`src/rtl/rv32i_types.sv`:
```
// Shared RV32 types for the M-extension unit: op encoding, FSM states,
// iteration count and operand-signedness helpers.
package rv32i_types;

    localparam int MDU_ITERS = 32;

    typedef enum logic [2:0] {
        MUL    = 3'b000,
        MULH   = 3'b001,
        MULHSU = 3'b010,
        MULHU  = 3'b011,
        DIV    = 3'b100,
        DIVU   = 3'b101,
        REM    = 3'b110,
        REMU   = 3'b111
    } m_funct3_t;

    typedef enum logic [1:0] {
        IDLE = 2'd0,
        CALC = 2'd1,
        FIX  = 2'd2,
        DONE = 2'd3
    } mdu_state_t;

    function automatic logic rs1_signed(input m_funct3_t f);
        return f inside {MUL, MULH, MULHSU, DIV, REM};
    endfunction

    function automatic logic rs2_signed(input m_funct3_t f);
        return f inside {MUL, MULH, DIV, REM};
    endfunction

    function automatic logic is_div(input m_funct3_t f);
        return f[2];
    endfunction

    function automatic logic is_rem(input m_funct3_t f);
        return f[2] & f[1];
    endfunction

endpackage

```
`src/rtl/m_extension_unit.sv`:
```
// Iterative RV32M multiply/divide unit: sign-magnitude shift-add multiply and
// restoring divide over MDU_ITERS cycles, holding the result until EX advances.
module m_extension_unit
    import rv32i_types::*;
#(
    parameter int XLEN = 32
) (
    input  logic            clk,
    input  logic            rst_n,
    input  logic            m_extension_load,
    input  m_funct3_t       funct3,
    input  logic [XLEN-1:0] rs1_data,
    input  logic [XLEN-1:0] rs2_data,
    input  logic            flush,
    input  logic            ex_advance,
    output logic            m_extension_resp,
    output logic [XLEN-1:0] m_extension_out,
    output logic            busy
);

    localparam int CW = $clog2(MDU_ITERS);

    mdu_state_t        state;
    m_funct3_t         op;
    logic [XLEN-1:0]   mag_a;
    logic [XLEN-1:0]   mag_b;
    logic              neg;
    logic [2*XLEN-1:0] acc;
    logic [XLEN-1:0]   rem;
    logic [CW-1:0]     count;
    logic [XLEN-1:0]   result;
    logic              resp;

    logic              a_neg, b_neg, sign_in;
    logic [XLEN-1:0]   a_abs, b_abs;
    logic              div_zero, div_ovf;
    logic [XLEN-1:0]   special_res;
    logic [XLEN:0]     mul_sum;
    logic [XLEN:0]     div_shift, div_trial;
    logic [2*XLEN-1:0] prod_fix;
    logic [XLEN-1:0]   quo_fix, rem_fix, fix_res;

    // Operand conditioning for the op presented in IDLE.
    always_comb begin
        a_neg    = rs1_signed(funct3) & rs1_data[XLEN-1];
        b_neg    = rs2_signed(funct3) & rs2_data[XLEN-1];
        a_abs    = a_neg ? -rs1_data : rs1_data;
        b_abs    = b_neg ? -rs2_data : rs2_data;
        sign_in  = is_rem(funct3) ? a_neg : (a_neg ^ b_neg);
        div_zero = is_div(funct3) && (rs2_data == '0);
        div_ovf  = (funct3 == DIV || funct3 == REM) &&
                   (rs1_data == {1'b1, {(XLEN-1){1'b0}}}) && (rs2_data == '1);
        special_res = '0;
        if (div_zero)
            special_res = is_rem(funct3) ? rs1_data : '1;
        else if (div_ovf)
            special_res = is_rem(funct3) ? '0 : rs1_data;
    end

    // One iteration step; acc low half holds the multiplier / dividend bits.
    always_comb begin
        mul_sum   = {1'b0, acc[2*XLEN-1:XLEN]} + (acc[0] ? {1'b0, mag_a} : {(XLEN+1){1'b0}});
        div_shift = {rem, acc[XLEN-1]};
        div_trial = div_shift - {1'b0, mag_b};
    end

    always_comb begin
        prod_fix = neg ? -acc : acc;
        quo_fix  = neg ? -acc[XLEN-1:0] : acc[XLEN-1:0];
        rem_fix  = neg ? -rem : rem;
        case (op)
            MUL:                 fix_res = prod_fix[XLEN-1:0];
            MULH, MULHSU, MULHU: fix_res = prod_fix[2*XLEN-1:XLEN];
            DIV, DIVU:           fix_res = quo_fix;
            default:             fix_res = rem_fix;
        endcase
    end

    always_ff @(posedge clk or negedge rst_n) begin
        if (!rst_n) begin
            state  <= IDLE;
            op     <= MUL;
            mag_a  <= '0;
            mag_b  <= '0;
            neg    <= 1'b0;
            acc    <= '0;
            rem    <= '0;
            count  <= '0;
            result <= '0;
            resp   <= 1'b0;
        end else if (flush) begin
            state <= IDLE;
            resp  <= 1'b0;
        end else begin
            case (state)
                IDLE: begin
                    if (m_extension_load) begin
                        op <= funct3;
                        if (div_zero || div_ovf) begin
                            result <= special_res;
                            resp   <= 1'b1;
                            state  <= DONE;
                        end else begin
                            mag_a <= a_abs;
                            mag_b <= b_abs;
                            neg   <= sign_in;
                            acc   <= {{XLEN{1'b0}}, is_div(funct3) ? a_abs : b_abs};
                            rem   <= '0;
                            count <= '0;
                            state <= CALC;
                        end
                    end
                end
                CALC: begin
                    if (!m_extension_load) begin
                        state <= IDLE;
                    end else begin
                        if (is_div(op)) begin
                            // Restore by keeping the shifted value when the trial goes negative.
                            rem <= div_trial[XLEN] ? div_shift[XLEN-1:0] : div_trial[XLEN-1:0];
                            acc <= {acc[2*XLEN-1:XLEN], acc[XLEN-2:0], ~div_trial[XLEN]};
                        end else begin
                            acc <= {mul_sum, acc[XLEN-1:1]};
                        end
                        count <= count + 1'b1;
                        if (count == CW'(MDU_ITERS - 1))
                            state <= FIX;
                    end
                end
                FIX: begin
                    if (!m_extension_load) begin
                        state <= IDLE;
                    end else begin
                        result <= fix_res;
                        resp   <= 1'b1;
                        state  <= DONE;
                    end
                end
                DONE: begin
                    if (ex_advance) begin
                        resp  <= 1'b0;
                        state <= IDLE;
                    end
                end
                default: state <= IDLE;
            endcase
        end
    end

    assign m_extension_resp = resp;
    assign m_extension_out  = result;
    assign busy             = (state != IDLE);

endmodule

```
`config.mk`:
```
export PLATFORM = sky130hd
export DESIGN_NAME = m_extension_unit
export DESIGN_NICKNAME = d
export VERILOG_FILES = /design/src/rtl/rv32i_types.sv /design/src/rtl/m_extension_unit.sv
export SDC_FILE = /design/constraint.sdc
export NUM_CORES = 1
export LEC_CHECK = 0
export CORE_AREA = 8 8 216 218
export DETAILED_ROUTE_END_ITERATION = 8
export DIE_AREA = 0 0 224 226
export DONT_BUFFER_PORTS = 1
export PLACE_DENSITY = 0.58
export SLEW_MARGIN = 20
export SYNTH_ARGS = -nofsm -noshare
export SYNTH_HDL_FRONTEND = slang
export SYNTH_SLANG_ARGS = --single-unit
```
`constraint.sdc`:
```
create_clock -name clk -period 5 [get_ports clk]
set_input_delay 1.5 -clock clk [delete_from_list [all_inputs] [get_ports clk]]
set_output_delay 1.5 -clock clk [all_outputs]
set_load 0.05 [all_outputs]
```
==> flow_summary.json, run 1 <==
{
  "rsz0062_at_grt": "false",
  "yosysMostFrequentCell": "nand2_1",
  "gr-total-overflow": 0,
  "grtUsageMet3": 0.05168,
  "cts_buffers": 27,
  "nets": 2228,
  "antenna_left": 0,
  "drtIter0Drc": 1810,
  "synth_common_cells": "nand2_1 (257), o21ai_0 (247), dfrtp_1 (204)",
  "rr_startpoint": "acc[31]$_DFFE_PN0P_",
  "yosysTopAreaCell": "dfrtp_1",
  "drive_above_1_share": 0.05656,
  "synth_async_sr_flop_share": 1.000,
  "cts_resized": 0,
  "antenna_cells": 0,
  "fin_util": 0.4271,
  "n_fill_cell": 4401,
  "post_cts_buffers": 0,
  "clk_latency_ps": 570,
  "root_buffer": "clkbuf_16",
  "yosysTopAreaCellShare": 0.2992,
  "tns_ps": 0,
  "rrSetupSlack_ps": 1080,
  "die_area_um2": 50620,
  "netlist_area_um2": 17060,
  "synth_nets": 2310,
  "hold_ws_ps": 475.3,
  "hp-class": "register to register",
  "area_growth_syn_to_layout_pct": 8.770,
  "worstHoldPathCells": 2,
  "placed_cell_area_um2": 17570,
  "htree_levels": 1,
  "synth_area_leaders": "dfrtp_1 (30%), o21ai_0 (7.2%), nand2_1 (5.7%), ha_1 (5.2%), xnor2_1 (4.8%)",
  "io_pins": 106,
  "portBuffers": 0,
  "crit_fanout": 70,
  "path_class": "primary input to register",
  "setup_viol": 0,
  "grt_pass1_wl_um": 95050,
  "synthCells": 2165,
  "antenna_found_initial": 4,
  "clk_pin_slew_ps": 60,
  "endpoint_kind": "register",
  "whs_endpoint": "mag_a[11]$_DFFE_PN0P_",
  "ys.flop_type": "dfrtp_1",
  "vias_per_cell": 6.042,
  "arrival_ps": 4530,
  "drc": 0,
  "wl_per_cell_um": 23.18,
  "period_minus_slack_ps": 4085,
  "relSlewSlack": 0.3336,
  "gr-usage-all-layers": 0.2416,
  "synth_edf_count": 0,
  "leakagePower_nw": 7.748,
  "grt_max_degree": 205,
  "period_share": 0.8170,
  "peakVddDrop_mv": 0.2516,
  "maxCapViolations": 0,
  "status": "finished, final reports clean",
  "drt-pass1-iter-count": 6,
  "fmax_ghz": 0.2448,
  "synth_seq_cells": 204,
  "slew_violations": 0,
  "die_w_um": 224,
  "reg2reg_to": "rem[30]$_DFFE_PN0P_",
  "cts_tree": "done",
  "preCtsSetupSlack_ps": 367.2,
  "final_hold_viol_count": 0,
  "worstMarginPinSlew_ps": 997.1,
  "first_global_vias": 15340,
  "startpoint_type": "primary input",
  "worstHoldStart": "mag_a[11]$_DFFE_PN0P_",
  "yosysUniqueCellTypes": 73,
  "avgSynthCellArea_um2": 7.881,
  "cts_sinks": 204,
  "p_per_area_nw_per_um2": 332.8,
  "r2r_cells": 12,
  "row_count": 77,
  "gp_congestion": 0.9752,
  "drt-total-wl_um": 62500,
  "use_met2": 0.3520,
  "synth-seq-area-share": 0.2992,
  "postLayoutSetupSlackWorst_ps": 914.9,
  "start_util": 0.3927,
  "yosysWarnings": 0,
  "final_area_um2": 18560,
  "hpwlAfterDp_um": 47960,
  "die_h_um": 226,
  "top_usage_layer": "met2",
  "cts_hold_buffers": 0,
  "cts_buffer_depth": 3,
  "use_met1": 0.3361,
  "skew_ps": 26.41,
  "vias": 16290,
  "coreArea_um2": 43450,
  "critPathRequiredTime_ps": 5450
}
[sequential cells by signal (all words and copies together), names as in the netlist]
name and count:
acc 64, count 5, m_extension_out 32, m_extension_resp 1, mag_a 32, mag_b 32
neg 1, op 3, rem 32, state 2
[per-stage QoR]
| stage | total power, W | cells |
|---|---|---|
| 2_1_floorplan | 0.003489 | 2165 |
| 3_3_place_gp | 0.003996 | 2645 |
| 3_5_place_dp | 0.004021 | 2645 |
| 4_1_cts | 0.006163 | 2695 |
| 5_1_grt | 0.006461 | 2696 |
| 6_report | 0.006176 | 2696 |
[layout make-up]
class,count,area (um2),share of cell area
Inverter,67,251.5,0.01355
Tap cell,592,740.7,0.03991
Sequential cell,204,5107,0.2752
Multi-Input combinational cell,1750,11170,0.6017
Timing Repair Buffer,33,330.3,0.01780
Clock buffer,38,767.0,0.04133
Clock inverter,12,195.2,0.01052
[worst max path at each step]
| stage | startpoint | cells after the start | to | slack, ps |
|---|---|---|---|---|
| floorplan | rs2_data[9] | 13 | neg$_DFFE_PN0P_ | 760 |
| global placement | rs2_data[9] | 10 | acc[0]$_DFFE_PN0P_ | 350 |
| detailed placement | rs2_data[9] | 9 | acc[29]$_DFFE_PN0P_ | 370 |
| CTS | rs2_data[9] | 9 | acc[29]$_DFFE_PN0P_ | 960 |
| global route | rs2_data[9] | 9 | count[3]$_DFFE_PN0P_ | 710 |
| finish | rs2_data[9] | 9 | acc[29]$_DFFE_PN0P_ | 910 |
[worst max-delay path, cell delays in order]
cell     delay, ps
or4_1          580
or4_1          590
nor4_1         410
buf_4          190
a31o_2         160
a211o_2        180
buf_4          510
nor3_1         130
a221o_1        270
[layer usage]
metal | wire (um) | up-vias
met1 | 27600 | 7787
met3 | 5562 | 135
met4 | 3371 | 2
met2 | 25950 | 668
met5 | 12 | -
li1 | - | 7697
[cells by family (layout without fill, tap and decap cells)]
logic type               count (synthesis)  count (layout)  share of synthesized area
buffers and inverters                  211             150                    0.04810
AND/OR/NAND/NOR                        739             739                     0.2108
XOR/XNOR                               178             178                    0.09137
multiplexers                            82              82                    0.04854
AO/OA/AOI/OAI                          678             678                     0.2476
flip-flops                             204             204                     0.2992
adder cells (fa/ha/maj)                 73              73                    0.05441
[report_power, final]
group | internal (W) | switching, W | total, W
clock | 0.00133 | 0.000807 | 0.00213
combinational | 0.000647 | 0.00104 | 0.00169
sequential | 0.00187 | 0.000488 | 0.00236
[layout by cell type, fill, tap and decap left out, types with 17 or more instances in the layout]
cell / count
a211oi_1: 20
a21o_1: 25
a21oi_1: 130
a31oi_1: 27
and2_1: 43
buf_4: 27
clkbuf_16: 27
dfrtp_1: 202
ha_1: 71
inv_1: 67
mux2i_1: 76
nand2_1: 257
nand2b_1: 32
nand3_1: 70
nand4_1: 19
nor2_1: 135
nor2b_1: 24
nor3_1: 48
nor4_1: 23
o211ai_1: 22
o21a_1: 19
o21ai_0: 246
o22ai_1: 20
o31ai_1: 43
o41ai_1: 21
or2_2: 17
or4_1: 21
xnor2_1: 93
xor2_1: 85
Power figures use the tool's default switching activity.
==> inputs of run 2 (changes only) <==
--- a/config.mk
+++ b/config.mk
@@ -9,7 +9,7 @@
 export DETAILED_ROUTE_END_ITERATION = 8
 export DIE_AREA = 0 0 224 226
 export DONT_BUFFER_PORTS = 1
-export PLACE_DENSITY = 0.58
+export PLACE_DENSITY = 0.6
 export SLEW_MARGIN = 20
 export SYNTH_ARGS = -nofsm -noshare
 export SYNTH_HDL_FRONTEND = slang
==> constraint.sdc (replaced) <==
create_clock -name clk -period 3.73 [get_ports clk]
set_input_delay 1.119 -clock clk [delete_from_list [all_inputs] [get_ports clk]]
set_output_delay 1.119 -clock clk [all_outputs]
set_load 0.05 [all_outputs]
==> flow_summary.json, run 2 (synthesis gave the netlist of run 1 again) <==
{
  "layout_commonest_cell": "nand2_1",
  "final_hold_viol_count": 0,
  "slew_violations": 0,
  "r2r_cells": 9,
  "drive_above_1_share": 0.1005,
  "worstMarginPinSlew_ps": 951.3,
  "clk_pin_slew_ps": 70,
  "cts_sinks": 204,
  "tns_ps": 0,
  "portBuffers": 0,
  "gr-total-overflow": 0,
  "p_per_area_nw_per_um2": 441.0,
  "reg2reg_to": "m_extension_out[17]$_DFFE_PN0P_",
  "placed_cells": 2740,
  "cts_buffer_depth": 3,
  "area_growth_syn_to_layout_pct": 13.49,
  "die_w_um": 224,
  "largest_register_ffs": 64,
  "die_area_um2": 50620,
  "antenna_left": 0,
  "critPathRequiredTime_ps": 4190,
  "relSlewSlack": 0.3658,
  "startpoint_type": "register",
  "drc": 0,
  "cts_hold_buffers": 0,
  "vias": 16770,
  "die_h_um": 226,
  "io_pins": 106,
  "leakagePower_nw": 8.243,
  "postLayoutSetupSlackWorst_ps": 83.24,
  "wl_met1_um": 28750,
  "status": "finished, final reports clean",
  "vias_per_cell": 6.007,
  "coreArea_um2": 43450,
  "arrival_ps": 4110,
  "endpoint_kind": "register",
  "nets": 2323,
  "rr_startpoint": "acc[16]$_DFFE_PN0P_",
  "crit_end": "m_extension_out[17]$_DFFE_PN0P_",
  "first_global_vias": 15670,
  "hpwlAfterDp_um": 49880,
  "regMostFlops": "acc",
  "htree_levels": 1,
  "cts_buffers": 27,
  "drt-total-wl_um": 64480,
  "maxCapViolations": 0,
  "hp-class": "primary input to asynchronous set/reset pin",
  "n_fill_cell": 4371,
  "rsz0062_at_grt": "false",
  "gp_congestion": 0.9797,
  "row_count": 77,
  "peakVddDrop_mv": 0.3627,
  "grt_max_degree": 205,
  "skew_ps": 56.67,
  "path_class": "register to register",
  "rrSetupSlack_ps": 80,
  "clk_latency_ps": 600,
  "cts_tree": "done",
  "start_util": 0.3927,
  "fin_cells": 2792,
  "dr.max_layer_used": "met4",
  "period_minus_slack_ps": 3647,
  "fmax_ghz": 0.2742,
  "crit_fanout": 7,
  "drtIter0Drc": 1725,
  "setup_viol": 0,
  "gr-usage-all-layers": 0.2481,
  "antenna_found_initial": 2,
  "dr_wl_met3_um": 5401,
  "final_cell_mix": "nand2_1 (257), o21ai_0 (245), dfrtp_1 (201)",
  "period_share": 0.9777,
  "preCtsSetupSlack_ps": -108.5,
  "drt-pass1-iter-count": 6,
  "wl_per_cell_um": 23.10,
  "grt_pass1_wl_um": 97660,
  "power_w": 0.008540,
  "crit_start": "acc[16]$_DFFE_PN0P_",
  "hold_ws_ps": 216.2,
  "met2_length_um": 27220,
  "root_buffer": "clkbuf_16"
}
[run 2: changes by cell type in the layout (fill, tap and decap cells not counted), moves of 2 or more]
cell,before,now
nor3_2,1,3
clkbuf_8,5,7
buf_12,5,9
nor3_1,48,46
buf_4,27,119
clkbuf_1,6,4
[run 2: routing by layer]
layer,GRT usage,vias up
li1,-,7881
met1,0.3412,8075
met2,0.3698,673
met3,0.05298,142
met4,0.1105,0
met5,0,-
[run 2: critical path, cell delays in order, from the launching register on]
cell       delay, ps
dfrtp_1          460
or4_4            600
or4_4            560
nand4bb_4        260
or3_1            490
or4_1            510
nand2_1          120
xnor2_1          120
a211oi_2         320
nor3_1            80
[run 2: area by class of cell]
| class | count | area [um2] | area share |
|---|---|---|---|
| tap | 592 | 740.7 | 0.03825 |
| antenna | 1 | 2.502 | 0.0001292 |
| clock buffer | 38 | 787.0 | 0.04064 |
| multi-input combinational | 1750 | 11190 | 0.5781 |
| clock inverter | 12 | 206.4 | 0.01066 |
| inverter | 67 | 251.5 | 0.01299 |
| sequential | 204 | 5109 | 0.2638 |
| timing repair buffer | 128 | 1074 | 0.05544 |
[run 2: timing repair]
item                                    CTS  global route
endpoints found under the setup margin    0             6
gates resized for setup                   0             4
buffers inserted                          0             1
[run 2: per-stage QoR]
stage | utilization | cell area, um2
floorplan | - | 17090
global placement | 0.4224 | 18350
detailed placement | 0.4224 | 18350
CTS | 0.4452 | 19350
global route | 0.4456 | 19360
finish | 0.4457 | 19360
[run 2: worst min path at each step]
| stage | end | slack, ps | cells past startpoint |
|---|---|---|---|
| final | acc[39]$_DFFE_PN0P_ | 220 | 0 |
| after global routing | acc[39]$_DFFE_PN0P_ | 200 | 0 |
| after CTS | acc[39]$_DFFE_PN0P_ | 210 | 0 |
| after detailed placement | mag_a[31]$_DFFE_PN0P_ | 460 | 2 |
| after global placement | mag_a[2]$_DFFE_PN0P_ | 460 | 2 |
| after floorplan | mag_a[31]$_DFFE_PN0P_ | 440 | 2 |
[run 2: power breakdown]
part	internal [W]	switching, W	leakage [nW]
Combinational	0.000982	0.00153	5.09
Clock	0.00182	0.00111	0.488
Sequential	0.00250	0.000596	2.67
Total	0.00530	0.00324	8.24
